<file path="config.mk">
export PLATFORM = sky130hd
export DESIGN_NAME = uart_tx_buffer
export DESIGN_NICKNAME = d
export VERILOG_FILES = /design/src/rtl/uart_tx_buffer.sv
export SDC_FILE = /design/constraint.sdc
export NUM_CORES = 1
export LEC_CHECK = 0
export BUFFER_PORTS_ARGS = -buffer_cell sky130_fd_sc_hd__buf_2
export CAP_MARGIN = 20
export CORE_ASPECT_RATIO = 1.25
export CORE_MARGIN = 5
export CORE_UTILIZATION = 64
export CTS_BUF_LIST = sky130_fd_sc_hd__clkbuf_8 sky130_fd_sc_hd__clkbuf_16
export CTS_CLUSTER_SIZE = 40
export DETAILED_ROUTE_END_ITERATION = 6
export PLACE_DENSITY = 0.87
export SLEW_MARGIN = 20
export SYNTH_ARGS = -nofsm -noshare
export SYNTH_HDL_FRONTEND = slang
export SYNTH_SLANG_ARGS = --single-unit
</file>
<file path="constraint.sdc">
create_clock -name clk -period 5.2 [get_ports clk]
set_clock_uncertainty 0.1 [all_clocks]
set_input_delay 1.04 -clock clk [delete_from_list [all_inputs] [get_ports clk]]
set_output_delay 1.04 -clock clk [all_outputs]
set_load 0.1 [all_outputs]
</file>
<file path="src/rtl/uart_tx_buffer.sv">
// Word FIFO feeding a byte-level UART transmitter: each 32-bit word is sent as
// four bytes, least-significant byte first, through a start/busy/done handshake.
module uart_tx_buffer #(
   parameter int FIFO_DEPTH = 4,
   parameter int CNT_W      = 3
) (
   input  logic             clk,
   input  logic             reset,
   input  logic [31:0]      tx_float,
   input  logic             tx_load,
   output logic             tx_ready,
   output logic [7:0]       tx_byte,
   output logic             tx_start,
   input  logic             tx_busy,
   input  logic             tx_done,
   output logic             word_done,
   output logic             tx_active,
   output logic [CNT_W-1:0] fifo_count
);

   localparam int PTR_W = (FIFO_DEPTH > 1) ? $clog2(FIFO_DEPTH) : 1;
   localparam logic [CNT_W-1:0] FULL = CNT_W'(FIFO_DEPTH);

   typedef enum logic [1:0] {
      S_IDLE,
      S_ARM,
      S_WAIT
   } state_t;

   logic [31:0]      mem_q [FIFO_DEPTH];
   logic [PTR_W-1:0] wr_ptr_q, wr_ptr_d;
   logic [PTR_W-1:0] rd_ptr_q, rd_ptr_d;
   logic [CNT_W-1:0] count_q, count_d;
   state_t           state_q, state_d;
   logic [1:0]       idx_q, idx_d;
   logic [31:0]      shift_q, shift_d;
   logic [7:0]       tx_byte_q, tx_byte_d;
   logic             tx_start_q, tx_start_d;
   logic             word_done_q, word_done_d;
   logic             push;
   logic             pop;

   // A full FIFO refuses a push even when a pop frees a slot in the same cycle.
   assign push = tx_load && (count_q != FULL);
   assign pop  = (state_q == S_IDLE) && (count_q != '0);

   always_comb begin
      wr_ptr_d = push ? wr_ptr_q + 1'b1 : wr_ptr_q;
      rd_ptr_d = pop  ? rd_ptr_q + 1'b1 : rd_ptr_q;
      case ({push, pop})
         2'b10:   count_d = count_q + 1'b1;
         2'b01:   count_d = count_q - 1'b1;
         default: count_d = count_q;
      endcase
   end

   always_comb begin
      state_d     = state_q;
      idx_d       = idx_q;
      shift_d     = shift_q;
      tx_byte_d   = tx_byte_q;
      tx_start_d  = 1'b0;
      word_done_d = 1'b0;
      case (state_q)
         S_IDLE: begin
            if (pop) begin
               shift_d = mem_q[rd_ptr_q];
               idx_d   = 2'd0;
               state_d = S_ARM;
            end
         end
         S_ARM: begin
            // Byte and start are registered together so uart_tx sees a stable byte with the pulse.
            tx_byte_d = shift_q[7:0];
            if (!tx_busy) begin
               tx_start_d = 1'b1;
               state_d    = S_WAIT;
            end
         end
         S_WAIT: begin
            if (tx_done) begin
               if (idx_q == 2'd3) begin
                  word_done_d = 1'b1;
                  state_d     = S_IDLE;
               end else begin
                  shift_d = {8'h00, shift_q[31:8]};
                  idx_d   = idx_q + 2'd1;
                  state_d = S_ARM;
               end
            end
         end
         default: state_d = S_IDLE;
      endcase
   end

   always_ff @(posedge clk) begin
      if (!reset) begin
         wr_ptr_q    <= '0;
         rd_ptr_q    <= '0;
         count_q     <= '0;
         state_q     <= S_IDLE;
         idx_q       <= 2'd0;
         shift_q     <= '0;
         tx_byte_q   <= 8'h00;
         tx_start_q  <= 1'b0;
         word_done_q <= 1'b0;
      end else begin
         wr_ptr_q    <= wr_ptr_d;
         rd_ptr_q    <= rd_ptr_d;
         count_q     <= count_d;
         state_q     <= state_d;
         idx_q       <= idx_d;
         shift_q     <= shift_d;
         tx_byte_q   <= tx_byte_d;
         tx_start_q  <= tx_start_d;
         word_done_q <= word_done_d;
      end
   end

   // Storage needs no reset: the pointers and count define which entries are valid.
   always_ff @(posedge clk) begin
      if (push) begin
         mem_q[wr_ptr_q] <= tx_float;
      end
   end

   assign tx_ready   = (count_q != FULL);
   assign tx_byte    = tx_byte_q;
   assign tx_start   = tx_start_q;
   assign word_done  = word_done_q;
   assign tx_active  = (state_q != S_IDLE);
   assign fifo_count = count_q;

endmodule

</file>
Yosys cells after proc, flatten, opt, wreduce, memory -nomap -nowiden
Memory sizes are Yosys's and may differ from the RTL's. A register that Yosys moved wholly into a read port is not among the register bits. Cells that the tools add are included.

Register bits: 53. Bits in latches: 0. RAM bits: 128. Memory bits (read-only): 0. Input bits: 37. Output and inout port bits: 15. Memories: 1.

Memories: mem_q (words 4, width 32, rd ports 1, clocked after Yosys merged registers in 1, wr ports 1, RTL line 30) `logic [31:0] mem_q [FIFO_DEPTH];`.

$add $sub $neg: 5. $mul: 0. Div/mod/pow operators: 0. $lt $le $gt $ge: 0. Equality and inequality tests: 10. Shifts and indexed selects: 0. Muxes and demuxes: 20. Bitwise gates (word level): 0. Reductions and logical operators: 11.

Operators with widths (count): $mux W32 (3); $pmux W32 S2 (1); $mux W2 (8); $ne A2 B2 Y1 const B (4); $add A2 B1 Y2 const B (3); $eq A2 B2 Y1 const B (3); $pmux W2 S3 (1); $pmux W3 S2 (1); $reduce_and A3 Y1 (2); $reduce_bool A2 Y1 (3); $mux W1 (5); $eq A2 B1 Y1 const B (2); $pmux W2 S2 (1); $reduce_and A4 Y1 (1); $add A3 B1 Y3 const B (1); $ne A3 B3 Y1 const B (1); $reduce_bool A3 Y1 (1); $sub A3 B1 Y3 const B (1); $logic_and A1 B1 Y1 (2); $logic_not A2 Y1 (1); $reduce_and A2 Y1 (1).

Logic depth before layout (Yosys ltp)
Gate-level depths: netlist of run 1.

Depth in word-level cells: 4. Mapped depth: 11.

Worst setup path after synthesis of run 1
OpenSTA, ideal clock, no wires.

Path kind: register to register. Start: reg count_q[0], in the netlist fifo_count[0]. End: mem mem_q[0][0], enable pin. Library setup time: 392 ps. Arrival time: 3261 ps. Data required time: 4708 ps. Path slack: 1447 ps. Stages on the path, launching flop included: 4. Buffers on the path: 1. Clock period less this slack: 3753 ps. Path through: dfxtp_1 or3b_1 clkbuf_1 and3_1.

Cells in the longest elaborated chain, start to end: 4.

Ends and longest elaborated chain: from (decl) (RTL line 33) `logic [CNT_W-1:0] count_q, count_d;`; from (signal assigned) (RTL line 110) `count_q <= count_d;`; $ne A3 B3 Y1; via tx_ready (RTL line 11) `output logic tx_ready,`; $logic_and A1 B1 Y1 (RTL line 44) `assign push = tx_load && (count_q != FULL);`; $mux W1 (RTL line 122) `if (push) begin`; $mux W1 (implied by the code) (RTL line 123) `mem_q[wr_ptr_q] <= tx_float;`; to (decl) (RTL line 30).

The timed path passes the listed nets, and every way through them passes these cells.

Worst setup path after layout of run 1
Start: reg state_q[0]. End: out tx_active.

Cells in the longest elaborated chain, start to end: 1.

Ends and longest elaborated chain: from (decl) (RTL line 34) `state_t state_q, state_d;`; from (signal assigned) (RTL line 111) `state_q <= state_d;`; $reduce_bool A2 Y1 (RTL line 131) `assign tx_active = (state_q != S_IDLE);`; to (decl) (RTL line 17) `output logic tx_active,`.

Every way passes these cells.

==> results of run 1 <==
[cell type report]
| class | instances | area [sq um] | share of cell area |
|---|---|---|---|
| clock inverter | 13 | 92.6 | 0.0112 |
| inverter | 32 | 120 | 0.0146 |
| multi-input combinational | 218 | 2140 | 0.260 |
| tap | 138 | 173 | 0.0209 |
| clock buffer | 19 | 453 | 0.0549 |
| timing repair buffer | 58 | 312 | 0.0378 |
| sequential | 183 | 4950 | 0.600 |
[logic make-up after synthesis]
family	after synthesis
flip-flops	183
AO/OA/AOI/OAI	102
AND/OR/NAND/NOR	73
buffers and inverters	69
multiplexers	34
adder cells (fa/ha/maj)	7
XOR/XNOR	2
[per-stage QoR]
stage	util	total power, mW	instance area (sq um)	worst slack, ps
final	0.716	4.53	8240	1890
after global routing	0.716	4.75	8240	1750
after CTS	0.715	4.54	8230	1880
after detailed placement	0.668	3.38	7690	1990
after global placement	0.668	3.32	7690	2110
after floorplan	-	3.15	7420	1450
[path summary, 6_finish.rpt]
kind / end / slack (ps) / cells past startpoint
worst max register to register: shift_q[26] / 2170 / 5
worst min register to register: tx_byte[2] / 350 / 2
worst min-delay path: tx_byte[2] / 350 / 2
worst max-delay path: tx_active / 1890 / 3
[cells in the mapped netlist (2+ instances only)]
cell type,instances,area share
edfxtp_1,128,0.52
dfxtp_1,55,0.15
nand2_1,45,0.023
mux4_2,32,0.097
inv_1,31,0.016
a21o_1,26,0.026
a211oi_1,24,0.024
a221oi_2,24,0.049
a21oi_1,15,0.010
buf_2,13,0.0088
clkbuf_1,12,0.0061
a32o_1,8,0.011
ha_1,6,0.010
nor2_1,6,0.0030
and3_1,4,0.0034
buf_1,4,0.0020
buf_6,4,0.0061
buf_4,3,0.0030
nand2b_1,3,0.0025
nor3_1,3,0.0020
mux2i_1,2,0.0027
nand3_1,2,0.0013
xor2_1,2,0.0024
[where the power goes]
| part | internal, mW | total [mW] | switching [mW] |
|---|---|---|---|
| clock | 0.672 | 1.17 | 0.496 |
| sequential | 1.80 | 1.98 | 0.180 |
| combinational | 0.557 | 1.39 | 0.832 |
| total | 3.03 | 4.53 | 1.51 |
[critical path, cell delays in order, from the launching register on]
cell and delay (ps):
dfxtp_1 1020, nor2_1 160, inv_1 140, buf_2 440
[routing by layer]
metal,vias to the layer above,routed length (um),global-route usage
met1,2012,5350,0.256
li1,1900,-,-
met5,-,0,0
met3,25,588,0.0406
met4,0,323,0.0899
met2,117,7260,0.370
[registers in the layout, indices dropped and copies added, names as in the netlist, named ones only]
register / flops
idx_q: 2
shift_q: 32
fifo_count: 3
tx_start: 1
wr_ptr_q: 2
word_done: 1
state_q: 2
mem_q: 128
tx_byte: 8
rd_ptr_q: 2
==> results.md, run 1 <==
* Worst Tran Pin Value at 1050 ps
* Synth warn at 0
* Outcome: complete, no violations
* 1st-pass router iterations at 5
* Drt initial violations at 296
* DR DRC count at 0
* Final min period at 3310 ps
* Max_cap viols at 0
* Cells after synthesis at 470
* Final hold viol count at 0
* GRT Total Usage at 0.211
* Wire length of the first global-routing pass at 21800 um
* Power per cell area at 550 nW/um^2
* Grt ovf at 0
* Hold Path Class: register to register
* P&R area growth vs syn at 11.1%
* Critical path class: register to output port
* Max FO, Critical Path at 32
* Post-CTS Setup Bufs at 0
* Final Cycle Share at 0.636
* Filler cells at 687
* Most common cell after layout, fill and taps aside: edfxtp_1
* Vias in the first global route at 4121
* Leak pwr at 3.04 nW
* Diode count at 0
* Syn Std Cell Area at 7420 sq um
* I/O pins at 52
* H-tree levels at 4
* RSZ-0062 raised after global routing: no
* Synth cell types at 41
* Initial Util at 0.645
* Die Y at 130 um
* Post-Route WL at 13500 um
* Setup crit end kind: output port
* Largest net degree at the start of global routing at 59
* CP Launch Type: register
* Syn_nets at 514
* Core area at 11500 sq um
* Placer Congestion at 0.801
* Routed vias/inst at 6.13
* CTS tree: done
* Max-Slew Margin vs Limit at 0.297
* CTS Buf Count at 17
* Port buffer count at 51
* Largest family of logic cells by synthesized area: compound AO/OA/AOI/OAI gates
* Drt wl/cell at 20.5 um
* XOR/XNOR Fraction of Synth Area at 0.00236
* Post-DP HPWL at 8150 um
* Ys flop type: edfxtp_1
* Die Width at 106 um
* Mean Syn Cell Area at 15.8 sq um
* Simple-gate area share of the yosys netlist at 0.0488
* Hold slack final at 352 ps
* Sequential-to-total area share from yosys stat at 0.667
* Post-cts resize count at 0
* Asr flop ratio synth at 0
* Clock sink count at 183
* Non-filler cells in the finished layout at 661
* Vias at 4054
* Share of cells above drive strength 1 at 0.279
* Max clock buf depth at 2
* Critical Path RT at 4060 ps
* Most frequent cells in the layout: 128 x edfxtp_1, 52 x dfxtp_1, 51 x buf_2, 45 x nand2_1, 35 x inv_1
* Clock Latency Late Sink at 420 ps
* Post-synthesis adder-cell area fraction at 0.0128
* Hold path start: shift_q[2]
* Die area at 13900 sq um
* Worst VDD drop at 0.000337 V
* Post-synthesis compound-gate area fraction at 0.125
* Clock slew at the register clock pins of the worst setup and hold paths at 60 ps
* Worst EP arrival at 2170 ps
* Critical Path Start: state_q[0]
* Reg-to-Reg Start: state_q[1]
* ANT nets after route at 0
* Initial antenna violation count at 0
* Final setup violation count at 0
* Max Fclk at 302 MHz
* Final #Nets at 554
* Num rows at 44
* Multiplexer area fraction after synthesis at 0.0999
* CTS root buffer: clkbuf_16
* Placed Cells at 628
* Synth Register Bits at 183
* Number of synthesized flops with an enable pin at 128
* Setup TNS at 0 ps
* Max-slew violations at 0
* Hold Buf Count CTS at 0
Power figures use the tool's default switching activity.
==> run 2: changes to the inputs <==
- CORE_UTILIZATION: 64 -> 60
- PLACE_DENSITY: 0.87 -> 0.82
- clock period: 5.2 -> 3.2 ns (I/O delays scaled with it)
==> results.md, run 2 (synthesized netlist as in run 1, its figures left out) <==
* Outcome: complete, no violations (unchanged)
* Hold Buf Count CTS at 0 (unchanged)
* Clock sink count at 183 (unchanged)
* Die Width at 109 um (was 106 um)
* Worst setup margin at 742 ps (was 1890 ps)
* Worst EP arrival at 1720 ps (was 2170 ps)
* Final hold viol count at 0 (unchanged)
* Hold slack final at 319 ps (was 352 ps)
* Setup crit end kind: output port (unchanged)
* Critical path class: register to output port (unchanged)
* Grt ovf at 0 (unchanged)
* RSZ-0062 raised after global routing: no (unchanged)
* Most common cell after layout, fill and taps aside: edfxtp_1 (unchanged)
* Clock Latency Late Sink at 420 ps (about the same)
* Placed Cells at 656 (was 628)
* Die Y at 134 um (was 130 um)
* Num rows at 45 (was 44)
* Finished Core Util at 0.685 (was 0.716)
* Setup TNS at 0 ps (unchanged)
* Critical Path RT at 2460 ps (was 4060 ps)
* Largest net degree at the start of global routing at 57 (was 59)
* Final setup violation count at 0 (unchanged)
* Placer Congestion at 0.804 (was 0.801)
* Core area at 12200 sq um (was 11500 sq um)
* CP max stage delay at 490 ps (was 1020 ps)
* Share of cells above drive strength 1 at 0.302 (was 0.279)
* Final min period at 2460 ps
* Leak pwr at 3.06 nW (was 3.04 nW)
* Post-cts resize count at 0 (unchanged)
* Non-filler cells in the finished layout at 688 (was 661)
* Final Cycle Share at 0.768
* CTS tree: done (unchanged)
* Initial antenna violation count at 0 (unchanged)
* Max_cap viols at 0 (unchanged)
* Post-DP HPWL at 8110 um (was 8150 um)
* Diode count at 0 (unchanged)
* Max Fclk at 407 MHz
* Worst VDD drop at 0.000450 V (was 0.000337 V)
* Vias in the first global route at 4148 (was 4121)
* Setup slack after placement at 769 ps (was 1990 ps)
* Vias at 4001 (was 4054)
* Max reg flops at 128 (unchanged)
* Die area at 14700 sq um (was 13900 sq um)
* Worst Tran Pin Value at 897 ps (was 1050 ps)
* P&R area growth vs syn at 12.3% (was 11.1%)
* Largest Register: mem_q (unchanged)
* Max clock buf depth at 2 (unchanged)
* Port buffer count at 51 (unchanged)
* Post-Route WL at 13200 um (was 13500 um)
* GRT Total Usage at 0.199 (was 0.211)
* CTS Buf Count at 17 (unchanged)
* Most frequent cells in the layout: 128 x edfxtp_1, 52 x dfxtp_1, 51 x buf_2, 45 x nand2_1, 32 x mux4_2 (was 128 x edfxtp_1, 52 x dfxtp_1, 51 x buf_2, 45 x nand2_1, 35 x inv_1)
* DR DRC count at 0 (unchanged)
* Max-Slew Margin vs Limit at 0.402 (was 0.297)
* H-tree levels at 4 (unchanged)
* Final #Nets at 555 (was 554)
* CP Launch Type: register (unchanged)
* Cell breakdown of the critical path: or3b_1 > buf_2 (was nor2_1 > inv_1 > buf_2)
* Power per cell area at 895 nW/um^2 (was 550 nW/um^2)
* Routed vias/inst at 5.82 (was 6.13)
* 1st-pass router iterations at 5 (unchanged)
* Drt initial violations at 245 (was 296)
* Drt wl/cell at 19.2 um (was 20.5 um)
* Max FO, Critical Path at 10 (was 32)
* ANT nets after route at 0 (unchanged)
* Wire length of the first global-routing pass at 22000 um (was 21800 um)
* Hold Path Class: input pin to register (was register to register)
* Clock slew at the register clock pins of the worst setup and hold paths at 70 ps (was 60 ps)
* CTS root buffer: clkbuf_16 (unchanged)
* I/O pins at 52 (unchanged)
* Max-slew violations at 0 (unchanged)
* Post-CTS Setup Bufs at 0 (unchanged)
* Slowest cell on crit path: dfxtp_1 (unchanged)
* Initial Util at 0.610 (was 0.645)
run 2: cell types whose count changed in the layout (fill, tap and decap cells not counted):
| cell | before | now |
|---|---|---|
| clkinv_8 | 0 | 1 |
| inv_8 | 0 | 7 |
| clkinvlp_4 | 3 | 1 |
| clkinv_1 | 3 | 0 |
| buf_6 | 1 | 0 |
| inv_6 | 0 | 2 |
| buf_4 | 6 | 7 |
| bufinv_16 | 1 | 0 |
| clkinv_4 | 1 | 3 |
| and3_1 | 4 | 0 |
| and3_2 | 0 | 4 |
| buf_12 | 0 | 1 |
| clkbuf_8 | 2 | 0 |
| inv_1 | 35 | 31 |
run 2: layout make-up:
class                      count  area, sq um
timing repair buffer          59          328
tap                          164          205
inverter                      32          120
clock inverter                15          151
fill                         818         3830
clock buffer                  17          425
sequential                   183         4950
multi-input combinational    218         2150
run 2: worst paths after layout:
check	endpoint	slack, ps	startpoint	depth (start not counted)
hold / removal	tx_start	320	tx_busy	2
setup reg to reg	fifo_count[2]	760	fifo_count[0]	8
hold reg to reg	tx_byte[1]	360	shift_q[1]	2
setup / recovery	tx_ready	740	fifo_count[0]	2
run 2: critical path: cells and delay by family (launching register included):
| kind | cells | cell delay, ps |
|---|---|---|
| buf+inv | 1 | 490 |
| flops | 1 | 490 |
| simple gates | 1 | 320 |
run 2: report_power, final:
part / switching, mW / internal, mW / total [mW]
logic: 1.41 / 0.912 / 2.32
clock network: 0.951 / 1.04 / 1.99
registers: 0.217 / 2.92 / 3.13
total: 2.58 / 4.87 / 7.45
run 2: stage by stage:
step	cell area, sq um	power [mW]
final	8330	7.45
after global routing	8330	7.83
after CTS	8330	7.51
after detailed placement	7750	5.51
after global placement	7750	5.43
after floorplan	7420	5.11
run 2: routing by layer:
layer  wire, um  track usage
met5          0            0
met4        153       0.0541
met3        635       0.0515
met2       6910        0.335
met1       5500        0.255
